$ cat src/rtl/shift_arbiter_ctrl_pkg.sv
// Shared encodings for the shift arbiter: op codes, sequencer states and op-support helper.
// Build option: SHIFT_ROTATE_EN enables op 11 as rotate-left.
package shift_pkg;

    localparam int unsigned DEF_WIDTH = 8;
    localparam int unsigned OP_W      = 2;
    localparam int unsigned REQ_N     = 2;

`ifdef SHIFT_ROTATE_EN
    localparam bit ROTATE_EN = 1'b1;
`else
    localparam bit ROTATE_EN = 1'b0;
`endif

    typedef enum logic [OP_W-1:0] {
        OP_SLL = 2'b00,
        OP_SRL = 2'b01,
        OP_SRA = 2'b10,
        OP_ROL = 2'b11
    } op_e;

    typedef enum logic [1:0] {
        ST_IDLE = 2'b00,
        ST_EXEC = 2'b01,
        ST_RESP = 2'b10
    } state_e;

    // Rotate is the only op whose support depends on the build.
    function automatic logic op_supported(input op_e op);
        return (op != OP_ROL) || ROTATE_EN;
    endfunction

endpackage

$ cat src/rtl/shift_arbiter_ctrl_if.sv
// Request/response bundle between the two requesters, the arbiter and the result consumer.
interface shift_arbiter_ctrl_if
    import shift_pkg::*;
#(
    parameter int unsigned WIDTH = DEF_WIDTH
);

    logic [REQ_N-1:0] req_valid;
    logic [REQ_N-1:0] req_ready;
    logic [OP_W-1:0]  req_op0;
    logic [WIDTH-1:0] req_a0;
    logic [WIDTH-1:0] req_b0;
    logic [OP_W-1:0]  req_op1;
    logic [WIDTH-1:0] req_a1;
    logic [WIDTH-1:0] req_b1;

    logic             res_valid;
    logic             res_ready;
    logic [WIDTH-1:0] res_data;
    logic             res_id;
    logic             res_err;

    // Requesters plus downstream consumer.
    modport master (
        output req_valid, req_op0, req_a0, req_b0, req_op1, req_a1, req_b1, res_ready,
        input  req_ready, res_valid, res_data, res_id, res_err
    );

    // The arbiter / shifter controller.
    modport slave (
        input  req_valid, req_op0, req_a0, req_b0, req_op1, req_a1, req_b1, res_ready,
        output req_ready, res_valid, res_data, res_id, res_err
    );

endinterface

$ cat src/rtl/shift_arbiter_ctrl_barrel_shifter.sv
// Combinational log2 barrel shifter with out-of-range override.
// Build option: SHIFT_ROTATE_EN makes op 11 a rotate; otherwise op 11 yields zero with err.
module barrel_shifter
    import shift_pkg::*;
#(
    parameter int unsigned WIDTH   = DEF_WIDTH,
    parameter int unsigned SHAMT_W = $clog2(WIDTH)
) (
    input  op_e              op_i,
    input  logic [WIDTH-1:0] a_i,
    input  logic [WIDTH-1:0] b_i,
    output logic [WIDTH-1:0] data_c_o,
    output logic             err_c_o
);

    logic [SHAMT_W-1:0] amt;
    logic               oor;
    logic [WIDTH-1:0]   sh;
    int unsigned        step;

    assign amt = b_i[SHAMT_W-1:0];
    assign oor = |b_i[WIDTH-1:SHAMT_W];

    // One mux stage per amount bit; stage k moves the word by 2**k.
    always_comb begin
        sh   = a_i;
        step = 0;
        for (int k = 0; k < int'(SHAMT_W); k++) begin
            step = 32'(1) << k;
            if (amt[k]) begin
                case (op_i)
                    OP_SLL:  sh = sh << step;
                    OP_SRL:  sh = sh >> step;
                    OP_SRA:  sh = WIDTH'($signed(sh) >>> step);
                    default: sh = (sh << step) | (sh >> (WIDTH - step));
                endcase
            end
        end
    end

    // Rotate ignores the upper amount bits (b mod WIDTH); shifts saturate.
    always_comb begin
        data_c_o = sh;
        err_c_o  = 1'b0;
        if (!op_supported(op_i)) begin
            data_c_o = '0;
            err_c_o  = 1'b1;
        end else if (oor && (op_i != OP_ROL)) begin
            data_c_o = (op_i == OP_SRA) ? {WIDTH{a_i[WIDTH-1]}} : '0;
        end
    end

endmodule

$ cat src/rtl/shift_arbiter_ctrl.sv
// Round-robin arbiter and IDLE/EXEC/RESP sequencer sharing one barrel shifter between two requesters.
// Build option: SHIFT_ROTATE_EN (consumed by the shifter) enables rotate-left on op 11.
module shift_arbiter_ctrl
    import shift_pkg::*;
#(
    parameter int unsigned WIDTH   = DEF_WIDTH,
    parameter int unsigned SHAMT_W = $clog2(WIDTH)
) (
    input logic                 clk,
    input logic                 rst,
    shift_arbiter_ctrl_if.slave bus
);

    state_e           state_q;
    logic             rr_last_q;
    logic             id_q;
    op_e              op_q;
    logic [WIDTH-1:0] a_q;
    logic [WIDTH-1:0] b_q;

    logic             res_valid_q;
    logic [WIDTH-1:0] res_data_q;
    logic             res_id_q;
    logic             res_err_q;

    logic             grant_c;
    logic [REQ_N-1:0] req_ready_c;
    logic             accept_c;
    logic [WIDTH-1:0] sh_data_c;
    logic             sh_err_c;

    // Contended cycles go to the requester that did not win last; otherwise the lone valid one wins.
    always_comb begin
        grant_c     = (&bus.req_valid) ? ~rr_last_q : bus.req_valid[1];
        req_ready_c = '0;
        if ((state_q == ST_IDLE) && (|bus.req_valid)) begin
            req_ready_c[grant_c] = 1'b1;
        end
        accept_c = |(bus.req_valid & req_ready_c);
    end

    barrel_shifter #(
        .WIDTH   (WIDTH),
        .SHAMT_W (SHAMT_W)
    ) u_shifter (
        .op_i     (op_q),
        .a_i      (a_q),
        .b_i      (b_q),
        .data_c_o (sh_data_c),
        .err_c_o  (sh_err_c)
    );

    // Sequencer, round-robin pointer, operand latches and result registers.
    always_ff @(posedge clk or posedge rst) begin
        if (rst) begin
            state_q     <= ST_IDLE;
            rr_last_q   <= 1'b1;
            id_q        <= 1'b0;
            op_q        <= OP_SLL;
            a_q         <= '0;
            b_q         <= '0;
            res_valid_q <= 1'b0;
            res_data_q  <= '0;
            res_id_q    <= 1'b0;
            res_err_q   <= 1'b0;
        end else begin
            case (state_q)
                ST_IDLE: begin
                    if (accept_c) begin
                        op_q      <= op_e'(grant_c ? bus.req_op1 : bus.req_op0);
                        a_q       <= grant_c ? bus.req_a1 : bus.req_a0;
                        b_q       <= grant_c ? bus.req_b1 : bus.req_b0;
                        id_q      <= grant_c;
                        rr_last_q <= grant_c;
                        state_q   <= ST_EXEC;
                    end
                end
                ST_EXEC: begin
                    res_data_q  <= sh_data_c;
                    res_err_q   <= sh_err_c;
                    res_id_q    <= id_q;
                    res_valid_q <= 1'b1;
                    state_q     <= ST_RESP;
                end
                ST_RESP: begin
                    if (bus.res_ready) begin
                        res_valid_q <= 1'b0;
                        state_q     <= ST_IDLE;
                    end
                end
                default: state_q <= ST_IDLE;
            endcase
        end
    end

    assign bus.req_ready = req_ready_c;
    assign bus.res_valid = res_valid_q;
    assign bus.res_data  = res_data_q;
    assign bus.res_id    = res_id_q;
    assign bus.res_err   = res_err_q;

endmodule

$ cat src/flat_wrapper.sv
// flat-port wrapper written by rule: the top's interface ports become plain ports
module shift_arbiter_ctrl_flat import shift_pkg::*;
#(
    parameter int unsigned WIDTH   = DEF_WIDTH,
    parameter int unsigned SHAMT_W = $clog2(WIDTH)
)
  (clk, rst, bus_req_valid, bus_req_op0, bus_req_a0, bus_req_b0, bus_req_op1, bus_req_a1, bus_req_b1, bus_res_ready, bus_req_ready, bus_res_valid, bus_res_data, bus_res_id, bus_res_err);
  shift_arbiter_ctrl_if #(.WIDTH(WIDTH)) bus_i ();
  input logic clk;
  input logic rst;
  input wire logic [$bits(bus_i.req_valid)-1:0] bus_req_valid;
  input wire logic [$bits(bus_i.req_op0)-1:0] bus_req_op0;
  input wire logic [$bits(bus_i.req_a0)-1:0] bus_req_a0;
  input wire logic [$bits(bus_i.req_b0)-1:0] bus_req_b0;
  input wire logic [$bits(bus_i.req_op1)-1:0] bus_req_op1;
  input wire logic [$bits(bus_i.req_a1)-1:0] bus_req_a1;
  input wire logic [$bits(bus_i.req_b1)-1:0] bus_req_b1;
  input wire logic [$bits(bus_i.res_ready)-1:0] bus_res_ready;
  output wire logic [$bits(bus_i.req_ready)-1:0] bus_req_ready;
  output wire logic [$bits(bus_i.res_valid)-1:0] bus_res_valid;
  output wire logic [$bits(bus_i.res_data)-1:0] bus_res_data;
  output wire logic [$bits(bus_i.res_id)-1:0] bus_res_id;
  output wire logic [$bits(bus_i.res_err)-1:0] bus_res_err;
  assign bus_i.req_valid = bus_req_valid;
  assign bus_i.req_op0 = bus_req_op0;
  assign bus_i.req_a0 = bus_req_a0;
  assign bus_i.req_b0 = bus_req_b0;
  assign bus_i.req_op1 = bus_req_op1;
  assign bus_i.req_a1 = bus_req_a1;
  assign bus_i.req_b1 = bus_req_b1;
  assign bus_i.res_ready = bus_res_ready;
  assign bus_req_ready = bus_i.req_ready;
  assign bus_res_valid = bus_i.res_valid;
  assign bus_res_data = bus_i.res_data;
  assign bus_res_id = bus_i.res_id;
  assign bus_res_err = bus_i.res_err;
  shift_arbiter_ctrl #(.WIDTH(WIDTH), .SHAMT_W(SHAMT_W)) u_core (.clk(clk), .rst(rst), .bus(bus_i));
endmodule
$ cat config.mk
export PLATFORM = sky130hd
export DESIGN_NAME = shift_arbiter_ctrl_flat
export DESIGN_NICKNAME = d
export VERILOG_FILES = /design/src/rtl/shift_arbiter_ctrl_pkg.sv /design/src/rtl/shift_arbiter_ctrl_if.sv /design/src/rtl/shift_arbiter_ctrl_barrel_shifter.sv /design/src/rtl/shift_arbiter_ctrl.sv /design/src/flat_wrapper.sv
export SDC_FILE = /design/constraint.sdc
export NUM_CORES = 1
export LEC_CHECK = 0
export ABC_AREA = 0
export BUFFER_PORTS_ARGS = -buffer_cell sky130_fd_sc_hd__buf_4
export CAP_MARGIN = 0
export CORE_ASPECT_RATIO = 0.7
export CORE_UTILIZATION = 28
export DETAILED_ROUTE_END_ITERATION = 8
export PLACE_DENSITY = 0.59
export SKIP_LAST_GASP = 1
export SYNTH_ARGS = -nofsm -noshare
export SYNTH_HDL_FRONTEND = slang
export SYNTH_HIERARCHICAL = 1
export SYNTH_SLANG_ARGS = --single-unit
$ cat constraint.sdc
create_clock -name clk -period 2.7 [get_ports clk]
set_input_delay 0.27 -clock clk [delete_from_list [all_inputs] [get_ports clk]]
set_output_delay 0.27 -clock clk [all_outputs]
set_load 0.05 [all_outputs]
## After elaboration in Yosys (flattened, before gate mapping)

Index checks and enable logic that the tools add are counted.

| word-level totals | value |
|---|---|
| input bits | 41 |
| ROM bits | 0 |
| memories kept | 0 |
| latch bits | 0 |
| register bits after elaboration | 33 |
| memory bits (writable) | 0 |

| operators by class | value |
|---|---|
| multipliers | 0 |
| shift-type cells | 0 |
| $add $sub $neg | 0 |
| divide/modulo/power cells | 0 |
| reduce and logical (&&, ||, !) cells | 13 |
| bitwise logic cells | 5 |
| order comparisons | 2 |
| equal/unequal tests | 7 |
| muxes and demuxes | 22 |

Operator list:

| kind | number |
|---|---|
| one-hot mux 8 bit (3 select lines) | 3 |
| two-way mux 8 bit | 8 |
| two-way mux 2 bit | 4 |
| OR 8 x 1 -> 8 bit | 1 |
| OR 8 x 2 -> 8 bit | 1 |
| OR 8 x 4 -> 8 bit | 1 |
| AND reduction 2 bit | 4 |
| one-hot mux 2 bit (3 select lines) | 1 |
| OR reduction 5 bit | 1 |
| equality test 2 x 1 -> 1 bit (second input constant) | 2 |
| equality test 2 bit (second input constant) | 2 |
| zero test 2 bit | 2 |
| two-way mux 1 bit | 4 |
| != test 2 bit (second input constant) | 2 |
| OR reduction 2 bit | 2 |
| logical AND 1 bit | 3 |
| bitwise AND 2 bit | 1 |
| less-than comparator 1 x 2 -> 1 bit (second input constant) | 1 |
| != test 2 x 1 -> 1 bit (second input constant) | 1 |
| one-hot mux 1 bit (2 select lines) | 1 |
| nonzero test 2 bit | 1 |
| demux 1 bit (select 1 bit) | 1 |
| greater-or-equal comparator 1 bit (second input constant) | 1 |
| NOT 1 bit | 1 |

## Longest topological paths before layout

Gate-level depths: netlist of run 1.

| logic depth | value |
|---|---|
| depth after elaboration | 11 |
| gate-level depth with buffers | 8 |
| gate-level depth less buffers | 7 |

## Cells and area by module

The synthesis of run 1 kept the hierarchy.

Modules (own cells, without submodules):

| module | sequential area each (um2) | area each (um2) | instances | cells each |
|---|---|---|---|---|
| shift_arbiter_ctrl | 827.0 | 1385.1 | 1 | 103 |
| barrel_shifter | 0.0 | 863.3 | 1 | 126 |

## Least setup slack after synthesis of run 1

No wires, ideal clock.

| timing path | value |
|---|---|
| path kind | register to register |
| start point | register u_core.op_q[0] |
| end point | register u_core.res_data_q[3] (netlist: u_core/bus.res_data[3]) |
| clock period less this slack | 1.841 ns |
| buffers on the path | 1 |
| required time | 2.575 ns |
| slack | 0.859 ns |
| arrival time | 1.716 ns |
| stages on the path, launching flop included | 8 |
| library setup time | 0.125 ns |
| cell sequence | dfrtp_1 -> xnor2_2 -> buf_2 -> a2111oi_0 -> a31oi_1 -> a21oi_1 -> a21oi_1 -> mux2_2 |

| between the ends | value |
|---|---|
| word-level cells in the longest chain between the ends | 11 |
| elaborated cells between the ends (all ways) | 16 |
| those cells by class | eq/ne: 3; mux: 9; bitwise: 2; reduce/logical: 2 |

Ends and longest elaborated chain:

| item | line | text |
|---|---|---|
| start, declared | shift_arbiter_ctrl.sv:17 | `op_e op_q;` |
| start signal, assigned | shift_arbiter_ctrl.sv:70 | `op_q <= op_e'(grant_c ? bus.req_op1 : bus.req_op0);` |
| equality test 2 bit, or another cell as far along | shift_arbiter_ctrl_barrel_shifter.sv:31, shift_arbiter_ctrl_barrel_shifter.sv:49 |  |
| one-hot mux 8 bit (3 select lines) | shift_arbiter_ctrl_barrel_shifter.sv:31 | `case (op_i)` |
| two-way mux 8 bit | shift_arbiter_ctrl_barrel_shifter.sv:30 | `if (amt[k]) begin` |
| OR 8 x 2 -> 8 bit | shift_arbiter_ctrl_barrel_shifter.sv:35 | `default: sh = (sh << step) \| (sh >> (WIDTH - step));` |
| one-hot mux 8 bit (3 select lines) | shift_arbiter_ctrl_barrel_shifter.sv:31 |  |
| two-way mux 8 bit | shift_arbiter_ctrl_barrel_shifter.sv:30 |  |
| OR 8 x 4 -> 8 bit | shift_arbiter_ctrl_barrel_shifter.sv:35 |  |
| one-hot mux 8 bit (3 select lines) | shift_arbiter_ctrl_barrel_shifter.sv:31 |  |
| two-way mux 8 bit | shift_arbiter_ctrl_barrel_shifter.sv:30 |  |
| two-way mux 8 bit | shift_arbiter_ctrl_barrel_shifter.sv:48 | `end else if (oor && (op_i != OP_ROL)) begin` |
| two-way mux 8 bit (*) | shift_arbiter_ctrl_barrel_shifter.sv:45 | `if (!op_supported(op_i)) begin` |
| named net u_core.sh_data_c[3] | shift_arbiter_ctrl.sv:29 | `logic [WIDTH-1:0] sh_data_c;` |
| end signal, assigned | shift_arbiter_ctrl.sv:79 | `res_data_q <= sh_data_c;` |
| end, declared | shift_arbiter_ctrl.sv:22 | `logic [WIDTH-1:0] res_data_q;` |

The timed path passes the listed nets; every way through them passes the cells marked *.
A chain may end at the register's enable or synchronous reset.

## Worst setup path in the final report of run 1

| timing path | value |
|---|---|
| start point | register u_core.op_q[0] |
| end point | register u_core.res_data_q[1] (netlist: u_core/bus.res_data[1]) |

The elaborated chain is that of the path after synthesis.

==> impl_metrics.tcl, run 1 <==
set metrics [dict create \
    vias_per_cell 5.31 \
    vias 2002 \
    synth_seq_cells 33 \
    synth_cell_type_count 53 \
    hp-class "in -> async" \
    drv_slew 0 \
    grt_max_degree 34 \
    syn_area_um2 2250 \
    synth_edf_count 0 \
    cts-htree-levels 2 \
    drt_pass1_iterations 5 \
    core_region_area_um2 7550 \
    fin_crit_ps 2310 \
    critPathKind "reg -> reg" \
    first_iter_violations 159 \
    cp.required_ps 2860 \
    numCtsBuffers 5 \
    worst_pin_slew_ps 670 \
    ys_warn_count 6 \
    io_buffers 53 \
    drive_above_1_share 0.319 \
    rsz0062_at_grt "no" \
    antenna_found_initial 0 \
    worstPathArrival_ps 2460 \
    path_buf_inv 0 \
    cts_sinks 33 \
    die_x_um 109 \
    power.density_nw_per_um2 1310 \
    crit_slowest_cell "xnor2_2" \
    setup-violations-final 0 \
    gp_congestion 0.924 \
    die_y_um 77.0 \
    cts_resized 0 \
    yosys.area.top_type "dfrtp_1" \
    hold_violations 0 \
    yosys.area.top_type_share 0.356 \
    fmax_mhz 433 \
    cts.clk_slew.worst_paths_ps 50 \
    syn_nets 270 \
    postSynthCellCount 229 \
    floorplan.initialDensity 0.298 \
    fin_nets 319 \
    status "finished clean" \
    ant_nets 0 \
    end_kind "flop" \
    cp_max_fo 15 \
    dp_hpwl_um 4410 \
    leakagePower_uw 0.00132 \
    slew_headroom 0.551 \
    power_uw 3660 \
    cts_root_buffer "clkbuf_16" \
    n_antenna_cell 0 \
    dieArea_um2 8400 \
    worst_setup_path_start_kind "flop" \
    syn_to_final_growth_pct 24.5 \
    drv_cap 0 \
    row_count 26 \
    rrSetupSlack_ps 390 \
    grt.total_usage 0.150 \
    slowest_delay_ps 640 \
    cts_hold_buf 0 \
    cts_setup_buffers 0 \
    period_share 0.854 \
    synthArstFlopShare 1.00 \
    grt_pass1_wl_um 9840 \
    wl_per_cell_um 15.7 \
    critPathTopFamily "XOR/XNOR gates" \
    finalClockSkew_ps 5.98 \
    drc_errors 0 \
    clkLatencyLatePin_ps 280 \
    cts_buffer_depth 2 \
    ir_drop_mv 0.490 \
    tns_ps 0 \
    grt_overflow 0 \
    synth_area_leaders "dfrtp_1 (36%), a221o_1 (8.0%), mux2_2 (6.0%), and3_1 (5.3%), mux2i_1 (4.0%)" \
    cp_cell_sequence "xnor2_2 -> mux2i_1 -> a32oi_1 -> or2b_1 -> a31oi_1 -> mux2_2" \
    wl_um 5900 \
    yosysSeqAreaShare 0.368 \
    grt_pass1_vias 1860 \
    avgSynthCellArea_um2 9.82 \
    synth_top_flop_cell "dfrtp_1" \
    cts_tree "built" \
    pin_count 54 \
]
-- cell type report --
class                           count  area, µm²
Fill cell                         794       4750
Multi-Input combinational cell    171       1240
Sequential cell                    33        827
Timing Repair Buffer               59        443
Clock buffer                        6        129
Tap cell                           98        123
Inverter                            8       30.0
Clock inverter                      2       10.0
-- synth_stat cells (all sizes together) (5+ instances only) --
master,count
nor2,14
mux2i,9
nor3,9
nand2,17
and3,19
o21ai,10
clkbuf,9
and2,5
a221o,18
inv,8
mux2,12
dfrtp,32
buf,8
a21oi,8
-- cell families after synthesis --
family / count (synthesis) / synth area share
AO/OA/AOI/OAI: 66 / 0.231
XOR/XNOR: 2 / 0.0145
buffers and inverters: 25 / 0.0812
flip-flops: 33 / 0.368
multiplexers: 22 / 0.110
AND/OR/NAND/NOR: 81 / 0.195
-- power by group --
part           leakage, µW  internal, µW  switching (µW)  total (µW)
clock            0.0000706           338             197         535
combinational     0.000837           899            1150        2050
sequential        0.000412           720             349        1070
-- worst paths after layout --
kind                                                to  cells after the start            from
min in group clk                  u_core/bus.res_valid                      2   bus_res_ready
worst min-delay path                 u_core/bus.res_id                      3             rst
worst min register to register             u_core/id_q                      1     u_core/id_q
worst max register to register  u_core/bus.res_data[1]                      6  u_core/op_q[0]
worst max-delay path            u_core/bus.res_data[1]                      6  u_core/op_q[0]
max in group asynchronous             u_core/rr_last_q                      3             rst
-- through the flow --
| step | cells | worst slack [ps] | hold slack [ps] | util | area (µm²) |
|---|---|---|---|---|---|
| global route | 377 | 231 | 139 | 0.371 | 2800 |
| floorplan | 229 | 859 | 376 | - | 2250 |
| detailed placement | 369 | 443 | 400 | 0.353 | 2660 |
| CTS | 377 | 426 | 107 | 0.371 | 2800 |
| global placement | 369 | 447 | 390 | 0.353 | 2660 |
| finish | 377 | 393 | 87.2 | 0.371 | 2800 |
-- sequential cells by signal, summed over array words and instances (netlist names) --
| signal | count |
|---|---|
| u_core/a_q | 8 |
| u_core/b_q | 8 |
| u_core/bus.res_data | 8 |
| u_core/op_q | 2 |
| u_core/state_q | 2 |
| u_core/bus.res_err | 1 |
| u_core/bus.res_id | 1 |
| u_core/bus.res_valid | 1 |
| u_core/id_q | 1 |
| u_core/rr_last_q | 1 |
-- layer usage --
metal	part of all wire	vias up	GRT usage
met5	0	-	0
li1	-	969	-
met4	0.0047	0	0.0365
met1	0.48	955	0.233
met2	0.44	75	0.204
met3	0.069	3	0.0357
-- worst min-delay path, delay by kind of cell --
kind	cells	cell delay [ps]
buffers and inverters	3	510
-- cells in the final DEF, fill, tap and decap left out, types with 5 or more instances in the layout --
cell	count
buf_4	59
dfrtp_1	32
and3_1	19
a221o_1	18
nand2_1	15
nor2_1	13
mux2_2	12
nor3_1	9
mux2i_1	9
inv_1	8
o21ai_0	8
a21oi_1	8
clkbuf_16	5
No activity file was read; power rests on OpenSTA's default activity.
==> run 2, diff against run 1 <==
--- a/config.mk
+++ b/config.mk
@@ -10,6 +10,7 @@
 export CAP_MARGIN = 0
 export CORE_ASPECT_RATIO = 0.7
 export CORE_UTILIZATION = 28
+export CTS_BUF_LIST = sky130_fd_sc_hd__clkbuf_2
 export DETAILED_ROUTE_END_ITERATION = 8
 export PLACE_DENSITY = 0.59
 export SKIP_LAST_GASP = 1
==> impl_metrics.tcl, run 2 (same netlist as run 1, synthesis figures left out) <==
set metrics [dict create \
    die_y_um 77.0 \
    rrSetupSlack_ps 380 \
    vias 2017 \
    rsz0062_at_grt "no" \
    hold-path-cell-count 2 \
    cts_setup_buffers 0 \
    cts.clk_slew.worst_paths_ps 180 \
    row_count 26 \
    critPathKind "reg -> reg" \
    tns_ps 0 \
    path_buf_inv 0 \
    syn_to_final_growth_pct 20.6 \
    fmax_mhz 431 \
    drv_cap 0 \
    cts_root_buffer "clkbuf_2" \
    wl_um 5860 \
    power.density_nw_per_um2 1230 \
    cp.required_ps 2960 \
    dp_slack_ps 443 \
    r2r_end "u_core/bus.res_data[1]" \
    power_switching_uw 1670 \
    clkLatencyLatePin_ps 360 \
    ir_drop_mv 0.528 \
    hold_violations 0 \
    setup-violations-final 0 \
    end_kind "flop" \
    worst_pin_slew_ps 655 \
    grt_pass1_wl_um 9800 \
    drc_errors 0 \
    status "finished clean" \
    fin_crit_ps 2320 \
    gp_congestion 0.924 \
    numCtsBuffers 5 \
    floorplan.initialDensity 0.298 \
    ant_nets 0 \
    die_x_um 109 \
    drive_above_1_share 0.321 \
    slowest_delay_ps 630 \
    internal-power_uw 1680 \
    p_seq_frac 0.319 \
    core_region_area_um2 7550 \
    antenna_found_initial 0 \
    grt_overflow 0 \
    drt_pass1_iterations 4 \
    cts-htree-levels 2 \
    combPwrFrac 0.612 \
    setup_slack_ps 380 \
    dieArea_um2 8400 \
    grt.total_usage 0.150 \
    switching_share 0.498 \
    vias_per_cell 5.34 \
    worst_setup_path_start_kind "flop" \
    cp_cell_sequence "xnor2_2 -> mux2i_1 -> a32oi_1 -> or2b_1 -> a31oi_1 -> mux2_2" \
    cts_sinks 33 \
    worstRegToRegCells 6 \
    cp_max_fo 15 \
    power_frac_clock 0.069 \
    power_uw 3350 \
    period_share 0.859 \
    fin_nets 320 \
    r2r-start "u_core/op_q[0]" \
    drv_slew 0 \
    wl_per_cell_um 15.5 \
    cts_buffer_depth 2 \
    grt_pass1_vias 1870 \
    dp_hpwl_um 4410 \
    io_buffers 53 \
    cts_tree "built" \
    grt_max_degree 34 \
    pin_count 54 \
    finalClockSkew_ps 17.6 \
    mostFrequentLayoutCells "buf_4 (59), dfrtp_1 (32), and3_1 (19)" \
    n_antenna_cell 0 \
    crit_slowest_cell "xnor2_2" \
    leakagePower_uw 0.00129 \
    hold_path.startpoint "bus_res_ready" \
    first_iter_violations 163 \
    hp-class "in -> reg" \
    slew_headroom 0.561 \
    layout_commonest_cell "buf_4" \
    critPathTopFamily "XOR/XNOR gates" \
    hold_path_end "u_core/bus.res_valid" \
    worstPathArrival_ps 2580 \
]
[run 2: cell types whose count changed in the layout (fill, tap and decap cells not counted), sizes merged]
cell	delta
dlygate4sd3	+1
[run 2: power by group through the flow]
| stage | sequential, µW | clock (µW) | combinational (µW) |
|---|---|---|---|
| global route | 1120 | 267 | 2240 |
| detailed placement | 1080 | 0 | 2030 |
| CTS | 1060 | 247 | 2040 |
| global placement | 1080 | 0 | 2040 |
| floorplan | 1110 | 0 | 1560 |
| finish | 1070 | 232 | 2050 |
[run 2: area by class of cell]
class	instances	area (µm²)
flip-flops and latches	33	827
inverters	8	30.0
repair buffers	60	453
clock buffers	6	30.0
fillers	802	4840
well taps	98	123
clock inverters	2	10.0
multi-input cells	171	1240
[run 2: metrics by stage]
step,area [µm²],utilization,instances,hold WS [ps]
floorplan,2250,-,229,376
global placement,2660,0.353,369,390
detailed placement,2660,0.353,369,400
CTS,2710,0.359,378,48.3
global route,2710,0.359,378,30.8
finish,2710,0.359,378,81.1
[run 2: worst reg2reg max path, delay by kind of cell (launching register included)]
family          cells  cell delay [ps]
compound gates      2              390
flops               1              620
simple gates        1              140
mux                 2              440
xor+xnor            1              630
[run 2: worst max path at each step]
stage / startpoint / to / slack [ps] / cells past startpoint
after global placement: u_core/op_q[0] / u_core/bus.res_data[1] / 450 / 6
after detailed placement: u_core/op_q[0] / u_core/bus.res_data[1] / 440 / 6
after floorplan: u_core/op_q[0] / u_core/bus.res_data[3] / 860 / 7
after global routing: u_core/op_q[0] / u_core/bus.res_data[1] / 180 / 6
final: u_core/op_q[0] / u_core/bus.res_data[1] / 380 / 6
after CTS: u_core/op_q[0] / u_core/bus.res_data[1] / 380 / 6
[run 2: metal layers]
metal / vias up / global-route usage / wire (µm)
met1: 973 / 0.229 / 2820
met5: - / 0 / 0
met3: 7 / 0.0357 / 474
met2: 71 / 0.206 / 2510
li1: 966 / - / -
met4: 0 / 0.0405 / 46
[run 2: what timing repair did]
action | CTS | global route
endpoints found under the hold margin | 32 | 0
setup endpoints to repair | 0 | 0
gates resized for setup | 0 | 0
hold buffers | 1 | 0
==> run 3, diff against run 2 <==
--- a/config.mk
+++ b/config.mk
@@ -6,11 +6,12 @@
 export NUM_CORES = 1
 export LEC_CHECK = 0
 export ABC_AREA = 0
+export ABC_CLOCK_PERIOD_IN_PS = 2700
 export BUFFER_PORTS_ARGS = -buffer_cell sky130_fd_sc_hd__buf_4
 export CAP_MARGIN = 0
 export CORE_ASPECT_RATIO = 0.7
 export CORE_UTILIZATION = 28
-export CTS_BUF_LIST = sky130_fd_sc_hd__clkbuf_2
+export CTS_BUF_LIST = sky130_fd_sc_hd__clkbuf_4 sky130_fd_sc_hd__clkbuf_8 sky130_fd_sc_hd__clkbuf_16
 export DETAILED_ROUTE_END_ITERATION = 8
 export PLACE_DENSITY = 0.59
 export SKIP_LAST_GASP = 1
==> impl_metrics.tcl, run 3 (same netlist as run 1, synthesis figures left out) <==
set metrics [dict create \
    grt_busiest_layer "met1" \
    cp_max_fo 15 \
    cts_hold_buf 0 \
    layout_commonest_cell "buf_4" \
    ant_nets 0 \
    hp-class "in -> async" \
    hold_violations 0 \
    die_x_um 109 \
    rrSetupSlack_ps 380 \
    n_antenna_cell 0 \
    syn_to_final_growth_pct 24.7 \
    grt_max_degree 34 \
    dp_hpwl_um 4410 \
    clkLatencyLatePin_ps 280 \
    slew_headroom 0.542 \
    grt.total_usage 0.150 \
    end_kind "flop" \
    numCtsBuffers 5 \
    drt_pass1_iterations 5 \
    worstPathArrival_ps 2480 \
    cts_sinks 33 \
    critPathKind "reg -> reg" \
    finalClockSkew_ps 6.46 \
    drive_above_1_share 0.323 \
    tns_ps 0 \
    grt_pass1_vias 1860 \
    fmax_mhz 431 \
    status "finished clean" \
    vias_per_cell 5.31 \
    grt_overflow 0 \
    wl_um 5890 \
    critPathTopFamily "XOR/XNOR gates" \
    whs_ps 87.5 \
    use_met1 0.233 \
    row_count 26 \
    rsz0062_at_grt "no" \
    cts_resized 0 \
    met3_usage 0.0357 \
    fin_crit_ps 2320 \
    mostFrequentLayoutCells "buf_4 (59), dfrtp_1 (32), and3_1 (19)" \
    worst_pin_slew_ps 684 \
    vias 2002 \
    dieArea_um2 8400 \
    ir_drop_mv 0.491 \
    cp.required_ps 2860 \
    cts_buffer_depth 2 \
    cts.clk_slew.worst_paths_ps 50 \
    crit_slowest_cell "xnor2_2" \
    cts-htree-levels 2 \
    cts_root_buffer "clkbuf_16" \
    cts_setup_buffers 0 \
    r2r-start "u_core/op_q[0]" \
    r2r_end "u_core/bus.res_data[1]" \
    io_buffers 53 \
    drv_slew 0 \
    antenna_found_initial 0 \
    core_region_area_um2 7550 \
    path_buf_inv 0 \
    worstRegToRegCells 6 \
    cp_cell_sequence "xnor2_2 -> mux2i_1 -> a32oi_1 -> or2b_1 -> a31oi_1 -> mux2_2" \
    post-route-util 0.372 \
    gp_congestion 0.924 \
    grtUsageMet2 0.204 \
    floorplan.initialDensity 0.298 \
    first_iter_violations 156 \
    pin_count 54 \
    setup-violations-final 0 \
    crit_start "u_core/op_q[0]" \
    die_y_um 77.0 \
    slowest_delay_ps 650 \
    leakagePower_uw 0.00132 \
    cts_tree "built" \
    worst_setup_path_start_kind "flop" \
    power.density_nw_per_um2 1310 \
    fin_nets 319 \
    grt_pass1_wl_um 9840 \
    period_share 0.860 \
    wl_per_cell_um 15.6 \
    drc_errors 0 \
    drv_cap 0 \
]
run 3: how the worst max path moves through the flow:
stage                     cells past startpoint                endpoint  slack [ps]
after detailed placement                      6  u_core/bus.res_data[1]         440
after global placement                        6  u_core/bus.res_data[1]         450
after CTS                                     6  u_core/bus.res_data[1]         430
after floorplan                               7  u_core/bus.res_data[3]         860
final                                         6  u_core/bus.res_data[1]         380
after global routing                          6  u_core/bus.res_data[1]         230
run 3: cell type report:
cell class,instances,area [µm²]
Clock buffer,6,133
Clock inverter,2,10.0
Fill cell,793,4740
Inverter,8,30.0
Multi-Input combinational cell,171,1240
Sequential cell,33,827
Tap cell,98,123
Timing Repair Buffer,59,443
run 3: report_power, final:
group	total (µW)	switching [µW]	internal, µW
clock network	547	199	348
logic	2050	1150	899
registers	1070	351	720
run 3: worst reg2reg max path: stages, from the launching register on:
cell and delay [ps]:
dfrtp_1 570, xnor2_2 660, mux2i_1 160, a32oi_1 320, or2b_1 140, a31oi_1 80, mux2_2 280
run 3: metal layers:
metal  vias up  part of all wire
li1        970                 -
met1       951              0.48
met2        76              0.43
met3         5             0.076
met4         0            0.0070
met5         -                 0
run 3: per-stage QoR:
step	instance area (µm²)	worst slack (ps)	total power [µW]	std cells
floorplan	2250	859	2670	229
global placement	2660	447	3120	369
detailed placement	2660	443	3110	369
CTS	2800	426	3670	377
global route	2800	233	3950	377
finish	2800	379	3670	377
